==> config.mk <==
export PLATFORM = sky130hd
export DESIGN_NAME = clk_disp_drv
export DESIGN_NICKNAME = d
export VERILOG_FILES = /design/src/rtl/clk_disp_drv.sv
export SDC_FILE = /design/constraint.sdc
export NUM_CORES = 1
export LEC_CHECK = 0
export ABC_AREA = 1
export ABC_CLOCK_PERIOD_IN_PS = 3300
export CORE_UTILIZATION = 45
export CTS_CLUSTER_DIAMETER = 100
export CTS_CLUSTER_SIZE = 16
export DETAILED_ROUTE_END_ITERATION = 10
export DONT_BUFFER_PORTS = 1
export GPL_TIMING_DRIVEN = 0
export PLACE_DENSITY = 0.68
export SYNTH_ARGS = -nofsm -noshare
export SYNTH_HDL_FRONTEND = slang
export SYNTH_SLANG_ARGS = --single-unit
==> constraint.sdc <==
create_clock -name Clock -period 3.3 [get_ports Clock]
set_input_delay 0.33 -clock Clock [delete_from_list [all_inputs] [get_ports Clock]]
set_output_delay 0.33 -clock Clock [all_outputs]
set_load 0.05 [all_outputs]
==> src/rtl/clk_disp_drv.sv <==
// Display driver for the alarm-clock core: per-frame time snapshot, iterative BCD conversion,
// 4-digit multiplexed 7-segment scan, and AM/PM and alarm LEDs. Optional macro: HOUR_ZERO_BLANK_EN.
module clk_disp_drv #(
  parameter int unsigned SCAN_DIV  = 1000,
  parameter int unsigned BLINK_DIV = 250000
) (
  input  logic       Clock,
  input  logic       Reset,
  input  logic       AM_PM,
  input  logic       Alarm,
  input  logic [5:0] Secs_C,
  input  logic [5:0] Mins_C,
  input  logic [3:0] Hours_C,
  input  logic       DispMode,
  output logic [6:0] Seg,
  output logic [3:0] Dig,
  output logic       Dp,
  output logic       AmPmLed,
  output logic       AlarmLed
);

  localparam int unsigned SW = $clog2(SCAN_DIV);
  localparam int unsigned BW = $clog2(BLINK_DIV + 1);
  localparam logic [SW-1:0] SCAN_LAST  = SW'(SCAN_DIV - 1);
  localparam logic [BW-1:0] BLINK_LAST = BW'(BLINK_DIV - 1);
  localparam logic [6:0] BLANK = 7'h7F;
  localparam logic [6:0] DASH  = 7'b0111111;

  typedef enum logic [2:0] {S_IDLE, S_LOAD, S_CONV_L, S_CONV_R, S_COMMIT} state_t;

  state_t          state, state_nx;
  logic [SW-1:0]   scan_cnt;
  logic [1:0]      idx;
  logic            frame_start;
  logic [BW-1:0]   blink_cnt;
  logic            alarm_q;

  logic            snap_ampm, snap_mode;
  logic [5:0]      snap_sec, snap_min;
  logic [3:0]      snap_hr;
  logic [5:0]      val;
  logic [2:0]      tens;
  logic [2:0]      l_tens;
  logic [3:0]      l_units;
  logic            l_dash, r_dash;
  logic [6:0]      disp [4];
  logic            colon_n;

  logic            l_dash_c, r_dash_c;
  logic [5:0]      l_val_c, r_val_c, r_raw;
  logic [6:0]      lt_c, lu_c, rt_c, ru_c;

  function automatic logic [6:0] glyph(input logic [3:0] d);
    case (d)
      4'd0:    glyph = 7'h40;
      4'd1:    glyph = 7'h79;
      4'd2:    glyph = 7'h24;
      4'd3:    glyph = 7'h30;
      4'd4:    glyph = 7'h19;
      4'd5:    glyph = 7'h12;
      4'd6:    glyph = 7'h02;
      4'd7:    glyph = 7'h78;
      4'd8:    glyph = 7'h00;
      4'd9:    glyph = 7'h10;
      default: glyph = BLANK;
    endcase
  endfunction

  assign frame_start = (scan_cnt == SCAN_LAST) && (idx == 2'd3);

  always_ff @(posedge Clock or negedge Reset) begin
    if (!Reset) begin
      scan_cnt <= '0;
      idx      <= '0;
    end else if (scan_cnt == SCAN_LAST) begin
      scan_cnt <= '0;
      idx      <= idx + 2'd1;
    end else begin
      scan_cnt <= scan_cnt + SW'(1);
    end
  end

  always_ff @(posedge Clock or negedge Reset) begin
    if (!Reset) state <= S_IDLE;
    else        state <= state_nx;
  end

  always_comb begin
    state_nx = state;
    case (state)
      S_IDLE:   if (frame_start) state_nx = S_LOAD;
      S_LOAD:   state_nx = S_CONV_L;
      S_CONV_L: if (val < 6'd10) state_nx = S_CONV_R;
      S_CONV_R: if (val < 6'd10) state_nx = S_COMMIT;
      S_COMMIT: state_nx = S_IDLE;
      default:  state_nx = S_IDLE;
    endcase
  end

  // Out-of-range fields load 0 so the conversion stays short; the dash flag overrides the digits.
  always_comb begin
    l_dash_c = 1'b0;
    l_val_c  = '0;
    r_raw    = snap_mode ? snap_sec : snap_min;
    if (snap_mode) begin
      l_dash_c = snap_min > 6'd59;
      l_val_c  = l_dash_c ? 6'd0 : snap_min;
    end else begin
      l_dash_c = snap_hr > 4'd12;
      l_val_c  = l_dash_c ? 6'd0 : ((snap_hr == 4'd0) ? 6'd12 : {2'b00, snap_hr});
    end
    r_dash_c = r_raw > 6'd59;
    r_val_c  = r_dash_c ? 6'd0 : r_raw;
  end

  always_comb begin
`ifdef HOUR_ZERO_BLANK_EN
    lt_c = l_dash ? DASH : ((!snap_mode && l_tens == 3'd0) ? BLANK : glyph({1'b0, l_tens}));
`else
    lt_c = l_dash ? DASH : glyph({1'b0, l_tens});
`endif
    lu_c = l_dash ? DASH : glyph(l_units);
    rt_c = r_dash ? DASH : glyph({1'b0, tens});
    ru_c = r_dash ? DASH : glyph(val[3:0]);
  end

  always_ff @(posedge Clock or negedge Reset) begin
    if (!Reset) begin
      snap_ampm <= 1'b0;
      snap_mode <= 1'b0;
      snap_sec  <= '0;
      snap_min  <= '0;
      snap_hr   <= '0;
      val       <= '0;
      tens      <= '0;
      l_tens    <= '0;
      l_units   <= '0;
      l_dash    <= 1'b0;
      r_dash    <= 1'b0;
      for (int unsigned i = 0; i < 4; i++) disp[i] <= BLANK;
      colon_n   <= 1'b1;
      AmPmLed   <= 1'b0;
    end else begin
      if (frame_start) begin
        snap_ampm <= AM_PM;
        snap_mode <= DispMode;
        snap_sec  <= Secs_C;
        snap_min  <= Mins_C;
        snap_hr   <= Hours_C;
      end
      case (state)
        S_LOAD: begin
          tens   <= '0;
          val    <= l_val_c;
          l_dash <= l_dash_c;
        end
        S_CONV_L: begin
          if (val >= 6'd10) begin
            val  <= val - 6'd10;
            tens <= tens + 3'd1;
          end else begin
            l_tens  <= tens;
            l_units <= val[3:0];
            tens    <= '0;
            val     <= r_val_c;
            r_dash  <= r_dash_c;
          end
        end
        S_CONV_R: begin
          if (val >= 6'd10) begin
            val  <= val - 6'd10;
            tens <= tens + 3'd1;
          end
        end
        S_COMMIT: begin
          disp[3] <= lt_c;
          disp[2] <= lu_c;
          disp[1] <= rt_c;
          disp[0] <= ru_c;
          colon_n <= snap_sec[0];
          AmPmLed <= snap_ampm;
        end
        default: ;
      endcase
    end
  end

  always_ff @(posedge Clock or negedge Reset) begin
    if (!Reset) begin
      Seg <= BLANK;
      Dig <= 4'hF;
      Dp  <= 1'b1;
    end else begin
      Seg <= disp[idx];
      Dig <= ~(4'b0001 << idx);
      Dp  <= (idx == 2'd2) ? colon_n : 1'b1;
    end
  end

  // A rising edge of Alarm lights the LED at once; afterwards it toggles on each counter wrap.
  always_ff @(posedge Clock or negedge Reset) begin
    if (!Reset) begin
      alarm_q   <= 1'b0;
      blink_cnt <= '0;
      AlarmLed  <= 1'b0;
    end else begin
      alarm_q <= Alarm;
      if (!Alarm) begin
        AlarmLed  <= 1'b0;
        blink_cnt <= '0;
      end else if (!alarm_q) begin
        AlarmLed  <= 1'b1;
        blink_cnt <= '0;
      end else if (blink_cnt == BLINK_LAST) begin
        blink_cnt <= '0;
        AlarmLed  <= ~AlarmLed;
      end else begin
        blink_cnt <= blink_cnt + BW'(1);
      end
    end
  end

endmodule

# After elaboration in Yosys (flattened, before gate mapping)

Memories as Yosys holds them, arrays and structs flattened.
Index checks and enable logic that the tools add are counted.

Add/subtract/negate cells: 5
$lt $le $gt $ge: 6
Equal/unequal tests: 13
Shift-type cells: 1
Mux-type cells: 32
Bitwise operators: 4
Reduce and logical (&&, ||, !) cells: 7

Operators by type and width:

| cell                                                | count |
|---|---|
| 2-to-1 mux 18 bit                                   | 3 |
| 2-to-1 mux 7 bit                                    | 6 |
| 2-to-1 mux 6 bit                                    | 6 |
| adder 18 x 1 -> 18 bit, second input constant       | 1 |
| equality test 18 bit, second input constant         | 1 |
| case mux 6 bit (3 select lines)                     | 1 |
| 2-to-1 mux 3 bit                                    | 5 |
| binary-select mux 7 bit (select 2 bit)              | 1 |
| > comparator 6 bit, second input constant           | 2 |
| case mux 3 bit (4 select lines)                     | 1 |
| adder 10 x 1 -> 10 bit, second input constant       | 1 |
| equality test 10 bit, second input constant         | 1 |
| 2-to-1 mux 10 bit                                   | 1 |
| case mux 3 bit (3 select lines)                     | 1 |
| 2-to-1 mux 4 bit                                    | 2 |
| inequality test 2 bit, second input constant        | 4 |
| equality test 3 x 2 -> 1 bit, second input constant | 2 |
| >= comparator 6 x 4 -> 1 bit, second input constant | 1 |
| < comparator 6 x 4 -> 1 bit, second input constant  | 1 |
| subtractor 6 x 4 -> 6 bit, second input constant    | 1 |
| 2-to-1 mux 1 bit                                    | 5 |
| equality test 2 bit, second input constant          | 2 |
| > comparator 4 bit, second input constant           | 1 |
| logical NOT 4 bit                                   | 1 |
| 15 further kinds                                    | 17 |

Register bits: 113
Memory bits (read-only): 336
Input port bits: 21
Output and inout port bits: 14
Memories kept: 4

Memories:

| name            | depth | width | rd ports | clocked after memory_dff | wr ports | RTL line | RTL |
|---|---|---|---|---|---|---|---|
| (no name shown) | 16    | 7     | 1        | 0                        | 0        | 54       | `case (d)` |
| (no name shown) | 16    | 7     | 1        | 0                        | 0        | 54       |  |
| (no name shown) | 8     | 7     | 1        | 0                        | 0        | 54       |  |
| (no name shown) | 8     | 7     | 1        | 0                        | 0        | 54       |  |

# Longest topological paths before layout

Word-level depth: 5
Gate-level depth with buffers: 10

# Worst setup path before layout

No wires, ideal clock.

Path kind: reg2reg
Start: register val[0]
End: register val[3]
Arrival: 1.410 ns
Setup slack: 1.774 ns
Cell stages (with the launch flop): 10
Path buffers: 0
Cells stage by stage: dfrtp_1 > inv_1 > ha_1 > nand3_2 > nand3_4 > nor2_1 > nor2_2 > nand3_1 > nor2_1 > nor2_1

Longest elaborated chain between the ends: 3
Elaborated cells between the ends (all ways): 7

Ends and longest elaborated chain:

| element                                                                          | RTL line | RTL |
|---|---|---|
| start, declared                                                                  | 41       | `logic [5:0] val;` |
| start signal, assigned                                                           | 154      | `val <= l_val_c;` |
| start signal, assigned                                                           | 159      | `val <= val - 6'd10;` |
| start signal, assigned                                                           | 165      | `val <= r_val_c;` |
| subtractor 6 x 4 -> 6 bit / >= comparator 6 x 4 -> 1 bit (equally long branches) | --       |  |
| 2-to-1 mux 6 bit (tied with other cells)                                         | 170      | `if (val >= 6'd10) begin` |
| case mux 6 bit (3 select lines) / AND reduction 2 bit (equally long branches)    | --       |  |

Several ways; a longest one is shown, not always the timed one. The select of a mux whose other input is x is not followed.
A chain may end at the register's enable or synchronous reset.

# Worst setup path after layout

Ends and elaborated chain as after synthesis.

==> summary.txt <==
clock buffer depth - 2
drt total wl - 12800 um
RSZ-0062 raised after global routing - no
sequential area share after synthesis - 49.6%
most frequent cells in the layout - nand2_1 (153), nor2_1 (97), inv_1 (82)
Detailed Place HPWL - 8990 um
net count after synthesis - 754
drt drc - 2
die area - 13400 um2
GRT overflow - 0
CTS-repair resized insts - 0
design area - 6670 um2
max-cap violations - 0
CTS tree - built
failing checks - DRC
setup bufs post-CTS - 0
Final period util - 57.4%
setup TNS - 0 ps
global-route wire length before repair - 21800 um
Fillers - 1178
count of final setup violators - 0
Synth Cell Area - 5810 um2
routed length per instance - 14.1 um
CP Max Fanout - 8
Avg Vias per Cell - 5.10
Worst-Margin Slew - 546 ps
Req. time, crit path - 3600 ps
cell family with most CP delay - simple AND/OR/NAND/NOR gates
Synth Area per Inst - 8.23 um2
slowest cell delay on critical path - 410 ps
pwr dens - 493 nW/um2
maximum vdd drop - 0.000305 V
CP max-delay cell - dfrtp_1
Top cell by count, worst path - nor2_1
Initial DRT Pass Iterations - 8
fraction of layout cells with a size suffix above 1 - 15.1%
via count - 4660
row count - 41
Initial Utilization - 46.0%
Post-synth EDFFs - 0
Layout Nets - 776
Period minus WS final - 1890 ps
H-tree levels - 4
Buffers on Ports - 0
Bufs and invs on worst path - 1
GRT Overall Usage - 21.2%
status - complete, but fails checks
CP cell instances - inv_1 > ha_1 > nand3_2 > nand3_4 > nor2_1 > nor2_2 > nand3_1 > nor2_1 > nor2_1
total clock sinks - 113
Setup crit end kind - register
core area - 12600 um2
achievable clock frequency - 0.528 GHz
last weighted congestion value of the routability-driven placer - 0.924
chip height - 116 um
Hold Buf Count CTS - 3
ys async rst share - 100%
ys flop type - dfrtp_1
arrival time at the worst endpoint - 2200 ps
clock skew - 6.99 ps
Root Driver - clkbuf_16
Worst-Skew Late Latency - 420 ps
IO Pins - 35
Die Wd - 116 um
post-route ant nets - 0
Post-Place Cell Area - 6020 um2
area occupied by multi-input gates - 2520 um2
TritonCTS Buffers - 17
initial antenna violation count - 0
Cell variety after synth - 37
number of global-route vias before repair - 4587
max-slew violations - 0
1st-iter DRT viols - 330
Seq. cell area - 2880 um2
# diodes - 0
Worst slew margin - 63.6%
Worst-path clk slew - 50 ps
count of final hold-check violations - 0
Setup CP Type - register to register
largest net degree at the start of global routing - 114
most common cell after layout, fill and taps aside - nand2_1
synthesized flop and latch total - 113
Hold WC Path Type - input pin to register
Startpoint Class - register
Yosys Warn Count - 0
area grow syn2layout - 14.8%
Cells after Synth - 706
leak pwr - 3.11 nW
[cell families (layout without fill, tap and decap cells)]
family / after synthesis / count (layout) / synth area share [%]
compound gates: 125 / 125 / 11.6
xor+xnor: 10 / 10 / 1.51
simple gates: 330 / 330 / 24.4
fa+ha+maj: 27 / 27 / 5.82
flops: 113 / 113 / 49.6
buf+inv: 101 / 136 / 7.06
[area by class of cell]
type	instances	area share [%]
multi-input cells	492	37.8
clock inverters	10	2.01
repair buffers	3	0.713
well taps	172	3.23
flip-flops and latches	113	43.2
clock buffers	22	6.96
inverters	88	4.95
plain buffers	13	1.20
[Yosys cell counts, types with 2 or more instances]
cell type / number / area, um2
a21oi_1: 38 / 190
a31oi_1: 4 / 25.0
buf_2: 4 / 20.0
buf_4: 5 / 37.5
clkbuf_1: 2 / 7.51
dfrtp_1: 72 / 1800
dfstp_2: 41 / 1080
ha_1: 27 / 338
inv_1: 82 / 308
inv_2: 6 / 22.5
nand2_1: 153 / 574
nand2_2: 5 / 31.3
nand3_1: 37 / 185
nand3_2: 2 / 20.0
nand3b_1: 2 / 15.0
nand4_1: 2 / 12.5
nor2_1: 97 / 364
nor2_2: 6 / 37.5
nor2_4: 3 / 33.8
nor3_1: 16 / 80.1
o21a_1: 2 / 15.0
o21ai_0: 63 / 315
o21ai_1: 4 / 20.0
o22a_1: 2 / 17.5
o22ai_1: 8 / 50.1
or2_2: 4 / 25.0
xnor2_1: 3 / 26.3
xor2_1: 7 / 61.3
[sequential cells by signal, summed over array words and instances (netlist names), 2 cells and up]
name and cells:
state 3, Dig 4, l_units 4, l_tens 3, tens 3, blink_cnt 18, idx 2, Seg 7
val 6, snap_min 6, snap_sec 6, disp 28, scan_cnt 10, snap_hr 4
[worst register-to-register path: cells and delay by family, from the launching register on]
kind | cells | cell delay [ps]
buf+inv | 1 | 170
fa+ha+maj | 1 | 260
flops | 1 | 410
simple gates | 7 | 940
[metal layers]
| metal | global-route usage (%) | share of wire [%] |
|---|---|---|
| met5 | 0 | 0 |
| met3 | 5.39 | 3.6 |
| met1 | 27.8 | 46 |
| met2 | 33.9 | 48 |
| met4 | 8.03 | 1.5 |
[per-stage QoR]
| step | utilization (%) | total power [mW] | std cells | hold slack, ps | setup slack [ps] |
|---|---|---|---|---|---|
| final | 52.9 | 3.29 | 913 | 25.7 | 1410 |
| after detailed placement | 47.7 | 1.43 | 878 | 36.5 | 1440 |
| after CTS | 52.9 | 3.33 | 913 | 6.33 | 1420 |
| after global routing | 52.9 | 3.40 | 913 | 20.7 | 1230 |
| after floorplan | - | 1.43 | 706 | 34.4 | 1770 |
| after global placement | 47.7 | 1.43 | 878 | 37.0 | 1500 |
[path summary, 6_finish.rpt]
kind | from | to | slack, ps | cells past startpoint
hold reg to reg | disp[3]$_DFFE_PN1N_ | disp[3]$_DFFE_PN1N_ | 480 | 2
setup reg to reg | val[0]$_DFFE_PN0P_ | val[3]$_DFFE_PN0P_ | 1410 | 9
hold / removal | Mins_C[2] | snap_min[2]$_DFFE_PN0P_ | 30 | 2
setup / recovery | val[0]$_DFFE_PN0P_ | val[3]$_DFFE_PN0P_ | 1410 | 9
max in group asynchronous | Reset | disp[26]$_DFFE_PN1N_ | 2350 | 2
min in group asynchronous | Reset | blink_cnt[7]$_DFF_PN0_ | 530 | 2
[power breakdown]
| part | internal, mW | switching, mW | total, mW |
|---|---|---|---|
| Combinational | 0.00825 | 0.0332 | 0.0415 |
| Clock | 1.22 | 0.626 | 1.85 |
| Sequential | 1.39 | 0.00729 | 1.40 |
| Total | 2.62 | 0.667 | 3.29 |
Note: power is estimated with default switching activity, not from simulation.
